$ cat config.mk
export PLATFORM = sky130hd
export DESIGN_NAME = muldiv_unit
export DESIGN_NICKNAME = d
export VERILOG_FILES = /design/src/rtl/muldiv_pkg.sv /design/src/rtl/muldiv_div_core.sv /design/src/rtl/muldiv_unit.sv
export SDC_FILE = /design/constraint.sdc
export NUM_CORES = 2
export LEC_CHECK = 0
export CAP_MARGIN = 20
export CORE_AREA = 2 2 297 299
export CTS_CLUSTER_SIZE = 16
export DETAILED_ROUTE_END_ITERATION = 12
export DIE_AREA = 0 0 299 301
export PLACE_DENSITY = 0.8
export SLEW_MARGIN = 10
export SYNTH_ARGS = -nofsm -noshare
export SYNTH_HDL_FRONTEND = slang
export SYNTH_SLANG_ARGS = --single-unit
$ cat constraint.sdc
create_clock -name clk -period 7.7 [get_ports clk]
set_input_delay 1.155 -clock clk [delete_from_list [all_inputs] [get_ports clk]]
set_output_delay 1.155 -clock clk [all_outputs]
set_load 0.01 [all_outputs]
$ cat src/rtl/muldiv_pkg.sv
// Shared encodings for the M-extension multiply/divide unit: funct3 ops,
// FSM states and the supported multiplier latency range.
package muldiv_pkg;

  typedef enum logic [2:0] {
    F3_MUL    = 3'b000,
    F3_MULH   = 3'b001,
    F3_MULHSU = 3'b010,
    F3_MULHU  = 3'b011,
    F3_DIV    = 3'b100,
    F3_DIVU   = 3'b101,
    F3_REM    = 3'b110,
    F3_REMU   = 3'b111
  } funct3_e;

  typedef enum logic [2:0] {
    ST_IDLE,
    ST_MUL,
    ST_DIV,
    ST_FIX,
    ST_DONE
  } state_e;

  localparam int unsigned MUL_LATENCY_MIN = 1;
  localparam int unsigned MUL_LATENCY_MAX = 4;

endpackage

$ cat src/rtl/muldiv_div_core.sv
// Iterative restoring radix-2 divider on unsigned magnitudes, one quotient
// bit per cycle; i_early stops after a single step (result supplied by caller).
module muldiv_div_core #(
  parameter int unsigned DATA_WIDTH = 32
) (
  input  logic                  clk,
  input  logic                  rst_n,
  input  logic                  i_start,
  input  logic                  i_flush,
  input  logic                  i_early,
  input  logic [DATA_WIDTH-1:0] i_dividend,
  input  logic [DATA_WIDTH-1:0] i_divisor,
  output logic                  o_done,
  output logic [DATA_WIDTH-1:0] o_quot,
  output logic [DATA_WIDTH-1:0] o_rem
);

  localparam int unsigned CW = $clog2(DATA_WIDTH);

  logic [DATA_WIDTH-1:0] r_rem;
  logic [DATA_WIDTH-1:0] r_quot;
  logic [DATA_WIDTH-1:0] r_div;
  logic [CW-1:0]         r_cnt;
  logic                  r_busy;
  logic                  r_done;
  logic                  r_early;

  logic [DATA_WIDTH:0]   w_shift;
  logic [DATA_WIDTH:0]   w_diff;

  // Dividend bits shift out of r_quot's top while quotient bits shift in below.
  assign w_shift = {r_rem, r_quot[DATA_WIDTH-1]};
  assign w_diff  = w_shift - {1'b0, r_div};

  always_ff @(posedge clk or negedge rst_n) begin
    if (!rst_n) begin
      r_rem   <= '0;
      r_quot  <= '0;
      r_div   <= '0;
      r_cnt   <= '0;
      r_busy  <= 1'b0;
      r_done  <= 1'b0;
      r_early <= 1'b0;
    end else if (i_flush) begin
      r_busy <= 1'b0;
      r_done <= 1'b0;
    end else if (i_start) begin
      r_rem   <= '0;
      r_quot  <= i_dividend;
      r_div   <= i_divisor;
      r_cnt   <= '0;
      r_busy  <= 1'b1;
      r_done  <= 1'b0;
      r_early <= i_early;
    end else if (r_busy) begin
      if (!w_diff[DATA_WIDTH]) begin
        r_rem  <= w_diff[DATA_WIDTH-1:0];
        r_quot <= {r_quot[DATA_WIDTH-2:0], 1'b1};
      end else begin
        r_rem  <= w_shift[DATA_WIDTH-1:0];
        r_quot <= {r_quot[DATA_WIDTH-2:0], 1'b0};
      end
      r_cnt <= r_cnt + 1'b1;
      if (r_early || r_cnt == CW'(DATA_WIDTH - 1)) begin
        r_busy <= 1'b0;
        r_done <= 1'b1;
      end
    end
  end

  assign o_done = r_done;
  assign o_quot = r_quot;
  assign o_rem  = r_rem;

endmodule

$ cat src/rtl/muldiv_unit.sv
// RISC-V M-extension multiply/divide unit with valid/ready handshake.
// Optional macro MULDIV_DIV_EARLY_EXIT_EN: trivial divides finish after one step.
module muldiv_unit
  import muldiv_pkg::*;
#(
  parameter int unsigned DATA_WIDTH  = 32,
  parameter int unsigned MUL_LATENCY = 2
) (
  input  logic                  clk,
  input  logic                  rst_n,
  input  logic                  in_valid,
  output logic                  in_ready,
  input  logic [DATA_WIDTH-1:0] op1,
  input  logic [DATA_WIDTH-1:0] op2,
  input  logic [2:0]            funct3,
  input  logic                  flush,
  output logic                  out_valid,
  input  logic                  out_ready,
  output logic [DATA_WIDTH-1:0] result,
  output logic                  busy
);

  localparam int unsigned W   = DATA_WIDTH;
  localparam int unsigned LAT = (MUL_LATENCY < MUL_LATENCY_MIN) ? MUL_LATENCY_MIN :
                                (MUL_LATENCY > MUL_LATENCY_MAX) ? MUL_LATENCY_MAX : MUL_LATENCY;

  state_e         r_state;
  logic [W-1:0]   r_op1, r_op2, r_result;
  logic [2:0]     r_mul_cnt;
  logic           r_a_sgn, r_b_sgn, r_sel, r_neg_q, r_neg_r;

  funct3_e        w_f3;
  logic           w_accept, w_div_sgn, w_a_neg, w_b_zero, w_early;
  logic [W-1:0]   w_mag_a, w_mag_b, w_div_quot, w_div_rem, w_div_res;
  logic           w_div_done;
  logic [2*W-1:0] w_a_ext, w_b_ext, w_prod;
  logic [W-1:0]   w_mul_res;

  assign w_f3      = funct3_e'(funct3);
  assign w_accept  = in_valid && (r_state == ST_IDLE) && !flush;
  assign w_div_sgn = (w_f3 == F3_DIV) || (w_f3 == F3_REM);
  assign w_a_neg   = w_div_sgn && op1[W-1];
  assign w_mag_a   = w_a_neg ? -op1 : op1;
  assign w_mag_b   = (w_div_sgn && op2[W-1]) ? -op2 : op2;
  assign w_b_zero  = (op2 == '0);

`ifdef MULDIV_DIV_EARLY_EXIT_EN
  logic         w_ovf, r_ovf, r_b_zero, r_early;
  logic [W-1:0] w_early_res;
  assign w_ovf   = w_div_sgn && (op1 == {1'b1, {(W-1){1'b0}}}) && (op2 == '1);
  assign w_early = w_b_zero || w_ovf || (w_mag_a < w_mag_b);
  // Remainder is op1 unless overflow; quotient is all-ones, op1 or zero.
  assign w_early_res = r_sel ? (r_ovf ? '0 : r_op1)
                             : (r_b_zero ? '1 : (r_ovf ? r_op1 : '0));
`else
  assign w_early = 1'b0;
`endif

  assign w_a_ext   = {{W{r_a_sgn && r_op1[W-1]}}, r_op1};
  assign w_b_ext   = {{W{r_b_sgn && r_op2[W-1]}}, r_op2};
  assign w_prod    = w_a_ext * w_b_ext;
  assign w_mul_res = r_sel ? w_prod[2*W-1:W] : w_prod[W-1:0];

  assign w_div_res = r_sel ? (r_neg_r ? -w_div_rem : w_div_rem)
                           : (r_neg_q ? -w_div_quot : w_div_quot);

  muldiv_div_core #(.DATA_WIDTH(W)) u_div_core (
    .clk        (clk),
    .rst_n      (rst_n),
    .i_start    (w_accept && funct3[2]),
    .i_flush    (flush),
    .i_early    (w_early),
    .i_dividend (w_mag_a),
    .i_divisor  (w_mag_b),
    .o_done     (w_div_done),
    .o_quot     (w_div_quot),
    .o_rem      (w_div_rem)
  );

  always_ff @(posedge clk or negedge rst_n) begin
    if (!rst_n) begin
      r_state   <= ST_IDLE;
      r_op1     <= '0;
      r_op2     <= '0;
      r_result  <= '0;
      r_mul_cnt <= '0;
      r_a_sgn   <= 1'b0;
      r_b_sgn   <= 1'b0;
      r_sel     <= 1'b0;
      r_neg_q   <= 1'b0;
      r_neg_r   <= 1'b0;
`ifdef MULDIV_DIV_EARLY_EXIT_EN
      r_ovf     <= 1'b0;
      r_b_zero  <= 1'b0;
      r_early   <= 1'b0;
`endif
    end else if (flush) begin
      r_state <= ST_IDLE;
    end else begin
      case (r_state)
        ST_IDLE: if (w_accept) begin
          r_op1     <= op1;
          r_op2     <= op2;
          r_mul_cnt <= 3'd1;
          r_a_sgn   <= (w_f3 == F3_MULH) || (w_f3 == F3_MULHSU);
          r_b_sgn   <= (w_f3 == F3_MULH);
          r_sel     <= funct3[2] ? funct3[1] : (w_f3 != F3_MUL);
          r_neg_q   <= w_div_sgn && (op1[W-1] ^ op2[W-1]) && !w_b_zero;
          r_neg_r   <= w_a_neg;
`ifdef MULDIV_DIV_EARLY_EXIT_EN
          r_ovf     <= w_ovf;
          r_b_zero  <= w_b_zero;
          r_early   <= w_early;
`endif
          r_state   <= funct3[2] ? ST_DIV : ST_MUL;
        end
        ST_MUL: begin
          if (r_mul_cnt == 3'(LAT)) begin
            r_result <= w_mul_res;
            r_state  <= ST_DONE;
          end else begin
            r_mul_cnt <= r_mul_cnt + 3'd1;
          end
        end
        ST_DIV: if (w_div_done) begin
`ifdef MULDIV_DIV_EARLY_EXIT_EN
          if (r_early) begin
            r_result <= w_early_res;
            r_state  <= ST_DONE;
          end else begin
            r_state <= ST_FIX;
          end
`else
          r_state <= ST_FIX;
`endif
        end
        ST_FIX: begin
          r_result <= w_div_res;
          r_state  <= ST_DONE;
        end
        ST_DONE: if (out_ready) r_state <= ST_IDLE;
        default: r_state <= ST_IDLE;
      endcase
    end
  end

  assign in_ready  = (r_state == ST_IDLE);
  assign busy      = (r_state != ST_IDLE);
  assign out_valid = (r_state == ST_DONE);
  assign result    = r_result;

endmodule

# [After elaboration in Yosys (flattened, before gate mapping)]
# Cells that the tools add are included.
# W data, S select, Z words.
[op_classes] addsub=7 multipliers=1 n_eq_ne=17 n_mux=35 bitwise_logic=2 reduce_logical=29
[ops] cell="$mux W32" n=12
[ops] cell="$neg A32 Y32" n=4
[ops] cell="$mul A33 B33 Y64" n=1
[ops] cell="$pmux W32 S2" n=1
[ops] cell="$sub A33 B32 Y33" n=1
[ops] cell="$logic_not A32 Y1" n=1
[ops] cell="$mux W3" n=7
[ops] cell="$pmux W3 S5" n=1
[ops] cell="$eq A3 B2 Y1 const B" n=4
[ops] cell="$reduce_bool A3 Y1" n=4
[ops] cell="$mux W1" n=10
[ops] cell="$mux W5" n=2
[ops] cell="$eq A3 B3 Y1 const B" n=3
[ops] cell="$logic_and A1 B1 Y1" n=9
[ops] cell="$reduce_and A4 Y1" n=2
[ops] cell="$eq A3 B1 Y1 const B" n=2
[ops] cell="$ne A3 B2 Y1 const B" n=2
[ops] cell="$pmux W3 S2" n=1
[ops] cell="$reduce_and A2 Y1" n=3
[ops] cell="$reduce_and A3 Y1" n=2
[ops] cell="$reduce_bool A2 Y1" n=3
[ops] cell="$add A5 B1 Y5 const B" n=1
[ops] cell="$eq A5 B5 Y1 const B" n=1
[ops] cell="$ne A2 B2 Y1 const B" n=2
[ops] cell="other kinds (10)" n=12
[totals] regBits=210 out_inout_bits=35

# [Logic depth before layout (Yosys ltp)]
[depth] ltp_word=6 mapped_depth=31 depth_no_buf=28

# [By module]
# Synthesis repeated with hierarchy kept, for this count alone.
[unflattened] hier_cells=5849 area_unflattened_um2=51589.5
[by_module_without_submodules] module="muldiv_unit" instances=1 cells_each=5149 area_per_inst_um2=45317.2 seq_area_each_um2=2677.6
[by_module_without_submodules] module="muldiv_div_core" instances=1 cells_each=700 area_per_inst_um2=6272.3 seq_area_each_um2=2602.5

# [Worst setup path after synthesis]
# Ideal clock, no wire load.
[synth_timing] kind="register to register" from="register r_op1[31]" to="register r_result[21], in the netlist result[21]" setup_ps=77 arrival_ps=8067 required_time_ps=7623 path_slack_ps=-443 path_stages_with_launch=28 n_path_buf=3 path_cell_list="dfrtp_1 -> clkbuf_1 -> and2_0 -> clkbuf_1 -> nand2_1 -> inv_1 -> fa_1 -> fa_1 -> fa_1 -> fa_1 -> inv_1 -> fa_1 -> inv_1 -> fa_1 -> inv_1 -> fa_1 -> fa_1 -> inv_1 -> ha_1 -> clkbuf_1 -> a21oi_1 -> inv_1 -> o311a_1 -> o22ai_1 -> o31ai_4 -> xnor2_1 -> mux4_2 -> o21ai_1"
[synth_via] elab_chain_len=5
[synth_rtl] item="from (decl)" line_no="muldiv_unit.sv:28" source="logic [W-1:0] r_op1, r_op2, r_result;"
[synth_rtl] item="from (signal assigned)" line_no="muldiv_unit.sv:102" source="r_op1 <= op1;"
[synth_rtl] item="$logic_and A1 B1 Y1" line_no="muldiv_unit.sv:59" source="assign w_a_ext = {{W{r_a_sgn && r_op1[W-1]}}, r_op1};"
[synth_rtl] item="$mul A33 B33 Y64 *" line_no="muldiv_unit.sv:61" source="assign w_prod = w_a_ext * w_b_ext;"
[synth_rtl] item="$mux W32 *" line_no="muldiv_unit.sv:62" source="assign w_mul_res = r_sel ? w_prod[2*W-1:W] : w_prod[W-1:0];"
[synth_rtl] item="$mux W32 *" line_no="muldiv_unit.sv:118" source="if (r_mul_cnt == 3'(LAT)) begin"
[synth_rtl] item="$pmux W32 S2 *" line_no="muldiv_unit.sv:100" source="case (r_state)"
[synth_rtl] item="to (signal assigned)" line_no="muldiv_unit.sv:119" source="r_result <= w_mul_res;"
[synth_rtl] item="to (signal assigned)" line_no="muldiv_unit.sv:138" source="r_result <= w_div_res;"
[synth_rtl] item="to (decl)" line_no="muldiv_unit.sv:28"
# Mark *: on every way between the ends. The rest lies on a longest branch, timed or not. The select of a mux whose other input is x is not followed.
# A chain may end at the register's enable or synchronous reset.

# [Worst setup path in the final report]
[layout_timing] from="register r_a_sgn" to="register r_result[21], in the netlist result[21]"
[layout_via] elab_chain_len=5
[layout_rtl] item="from (decl)" line_no="muldiv_unit.sv:30" source="logic r_a_sgn, r_b_sgn, r_sel, r_neg_q, r_neg_r;"
[layout_rtl] item="from (signal assigned)" line_no="muldiv_unit.sv:105" source="r_a_sgn <= (w_f3 == F3_MULH) || (w_f3 == F3_MULHSU);"
[layout_rtl] item="$logic_and A1 B1 Y1" line_no="muldiv_unit.sv:59"
[layout_rtl] item="$mul A33 B33 Y64" line_no="muldiv_unit.sv:61"
[layout_rtl] item="$mux W32" line_no="muldiv_unit.sv:62"
[layout_rtl] item="$mux W32" line_no="muldiv_unit.sv:118"
[layout_rtl] item="$pmux W32 S2" line_no="muldiv_unit.sv:100"
# No other way between the ends. The select of a mux whose other input is x is not followed.

==> results.txt <==
status - complete, but fails checks
failing checks - negative setup slack
grt peak-use layer - met2
first-pass GRT wire length - 241000 µm
Worst Path Required - 8.18 ns
relative slew slack - 28.4%
number of flops mapped to enable cells by yosys - 0
GR Util met2 - 56.6%
DR WL/cell - 21.1 µm
RD Place Congestion - 0.977
slowest stage delay, CP - 0.61 ns
M3 GR Usage - 6.21%
Synth Area in Simple Gates - 16.7%
Final Util - 68.1%
Area Overhead vs Synth - 14.1%
HP Start - u_div_core.r_div[4]
largest net degree at the start of global routing - 104
xor and xnor area share after synthesis - 3.64%
crit share post-route - 100%
final slew viol count - 0
Cells on Worst Hold Path - 2
Yosys cell types - 80
Die Area - 90000 µm²
clock sinks - 210
Fin. Hold Viols - 0
Hold Crit Class - flip-flop to flip-flop
register area - 5270 µm²
Synth Cell Area - 51600 µm²
unrepaired setup endpoints after global routing - true
GRT met1 Usage - 44.2%
Crit Reg-Reg Startpoint - r_a_sgn
vias - 42192
ys flop type - dfrtp_1
Max Cap Viol - 0
post-synth top area share - 43.7%
initial core utilization - 59.7%
CTS tree - built
commonest cells after routing, fill and taps aside - inv_1, fa_1, nand2_1
area of the multi-input gates - 41800 µm²
Final min period - 7.73 ns
worst path arrival time - 8.22 ns
most common cell after layout, fill and taps aside - inv_1
IO buf count - 106
Least-Margin Pin Slew - 1.07 ns
main combinational cell family by area after synthesis - adder cells
r2r endpoint - result[21]
Adder-Cell Fraction of Synth Area - 49.8%
Final nets - 7525
Residual DRC - 0
Die X - 299 µm
Worst path slowest cell - fa_2
Synth Area per Inst - 8.79 µm²
fill count - 6500
Yosys Warn Count - 0
cell taking the most area after synthesis - fa_1
H-tree levels - 1
setup slack at placement - -0.266 ns
router iterations before antenna repair - 6
Critical Path End Type - flip-flop
Vias/cell - 5.82
CTS Buf Count - 26
Max Root-Sink Buffers - 3
FMAX - 129 MHz
Startpoint Class - flip-flop
most used cell, CP - fa_1
HPWL after DPL - 122000 µm
Final ANT Viol Nets - 0
post-synthesis sequential area ratio - 10.2%
clk_skew - 0.0143 ns
FFs w/ async S/R, synth - 100%
Syn Nets - 7327
layout cell share with drive strength beyond 1 - 11.5%
initial antenna violation count - 7
# IOs - 107
Hold EP - u_div_core.r_div[4]
CTS Root Cell - clkbuf_16
gr ovfl total - 0
post-synthesis compound-gate area fraction - 7.45%
CP Class - flip-flop to flip-flop
Seq cells post-synth - 210
Max Fanout on Critical Path - 7
cells after synthesis - 5877
Area contributors post-synth - fa_1, dfrtp_1, inv_1
r2r worst-path depth - 26
Die H - 301 µm
CTS clk-pin slew, worst paths - 0.06 ns
placement row count - 108
CP startpoint - r_a_sgn
vias in the first global route - 44638
clk_lat worst skew - 0.56 ns
Core Box Area - 86500 µm²
reg2reg setup slack - -0.03 ns
GRT Total Usage - 34.3%
mux share of post-synthesis cell area - 1.29%
WL final - 153000 µm
final setup fails - 1
final worst slack - -0.0317 ns
DRT iter0 DRCs - 3804
## final cells by class
class	count	area share, %
Antenna cell	2	0.00850
Clock buffer	35	1.25
Clock inverter	13	0.244
Inverter	1165	7.46
Multi-Input combinational cell	4167	71.0
Sequential cell	210	8.95
Tap cell	1155	2.45
Timing Repair Buffer	505	8.64
## synth_stat cells (12+ instances only)
cell type / number
a21o_1: 34
nor4_1: 20
a211oi_1: 22
o31ai_1: 32
o22ai_1: 15
nor3_1: 34
a31oi_1: 51
clkbuf_1: 325
or3_1: 14
and2_1: 365
o21bai_1: 16
or4_1: 18
and3_1: 31
ha_1: 252
o21ai_0: 187
inv_1: 1165
a21oi_1: 168
o211ai_1: 12
nand3_1: 41
fa_1: 1126
mux2i_1: 42
or2_2: 17
nor2_1: 176
nand4_1: 19
dfrtp_1: 210
xnor2_1: 115
nand2b_1: 22
o41ai_1: 18
nand2_1: 1103
nor2b_1: 15
xor2_1: 98
## state kept, by name (all words and copies together), names as in the netlist
| register | cells |
|---|---|
| r_op1 | 32 |
| r_op2 | 32 |
| result | 32 |
| u_div_core.o_quot | 32 |
| u_div_core.o_rem | 32 |
| u_div_core.r_div | 32 |
| u_div_core.r_cnt | 5 |
| r_mul_cnt | 3 |
| r_state | 3 |
| r_a_sgn | 1 |
| r_b_sgn | 1 |
| r_neg_q | 1 |
| r_neg_r | 1 |
| r_sel | 1 |
| u_div_core.o_done | 1 |
| u_div_core.r_busy | 1 |
## through the flow
step                hold WS, ns  cell area [µm²]  cells  TNS, ns
global route              0.505            58900   7250    -3.83
CTS                       0.484            57600   7213  -0.0706
finish                    0.481            58900   7252  -0.0317
global placement          0.465            56400   7154   -0.635
detailed placement        0.470            56400   7154    -3.02
floorplan                 0.450            51700   5877        0
## worst max path at each step
stage,to,slack [ns],cells past startpoint
after detailed placement,result[14],-0.27,24
after global placement,result[31],-0.09,26
after CTS,result[21],-0.04,27
final,result[21],-0.03,26
after floorplan,result[21],0.0009,26
after global routing,result[21],-0.29,26
## per-layer routing
layer	up-vias	part of all wire, %
li1	18105	-
met3	543	9.7
met4	8	5.9
met1	21264	36
met2	2272	48
met5	-	0.035
## timing repair
action	4_1_cts	5_1_grt
hold endpoints to repair	0	0
hold buffers	0	0
endpoints found under the setup margin	28	32
resized for setup	43	213
pin swaps	27	99
setup buffers	11	34
cloned	1	5
## cells by family (layout without fill, tap and decap cells)
kind of cell | Yosys count | after routing
flops | 210 | 210
fa+ha+maj | 1378 | 1378
xor+xnor | 214 | 214
other cells | 0 | 2
compound gates | 624 | 624
simple gates | 1897 | 1897
mux | 54 | 54
buf+inv | 1500 | 1718
## critical path, delay by kind of cell (launching register included)
kind / cells / cell delay, ns
buffers and inverters: 6 / 0.72
flip-flops: 1 / 0.42
XOR/XNOR: 1 / 0.16
multiplexers: 1 / 0.47
AO/OA/AOI/OAI: 7 / 1.21
AND/OR/NAND/NOR: 2 / 0.30
adder cells (fa/ha/maj): 9 / 4.37
Power is left out: the tool's default activity adds up to more than one toggle a clock period on the data nets, which glitch-free logic cannot reach.
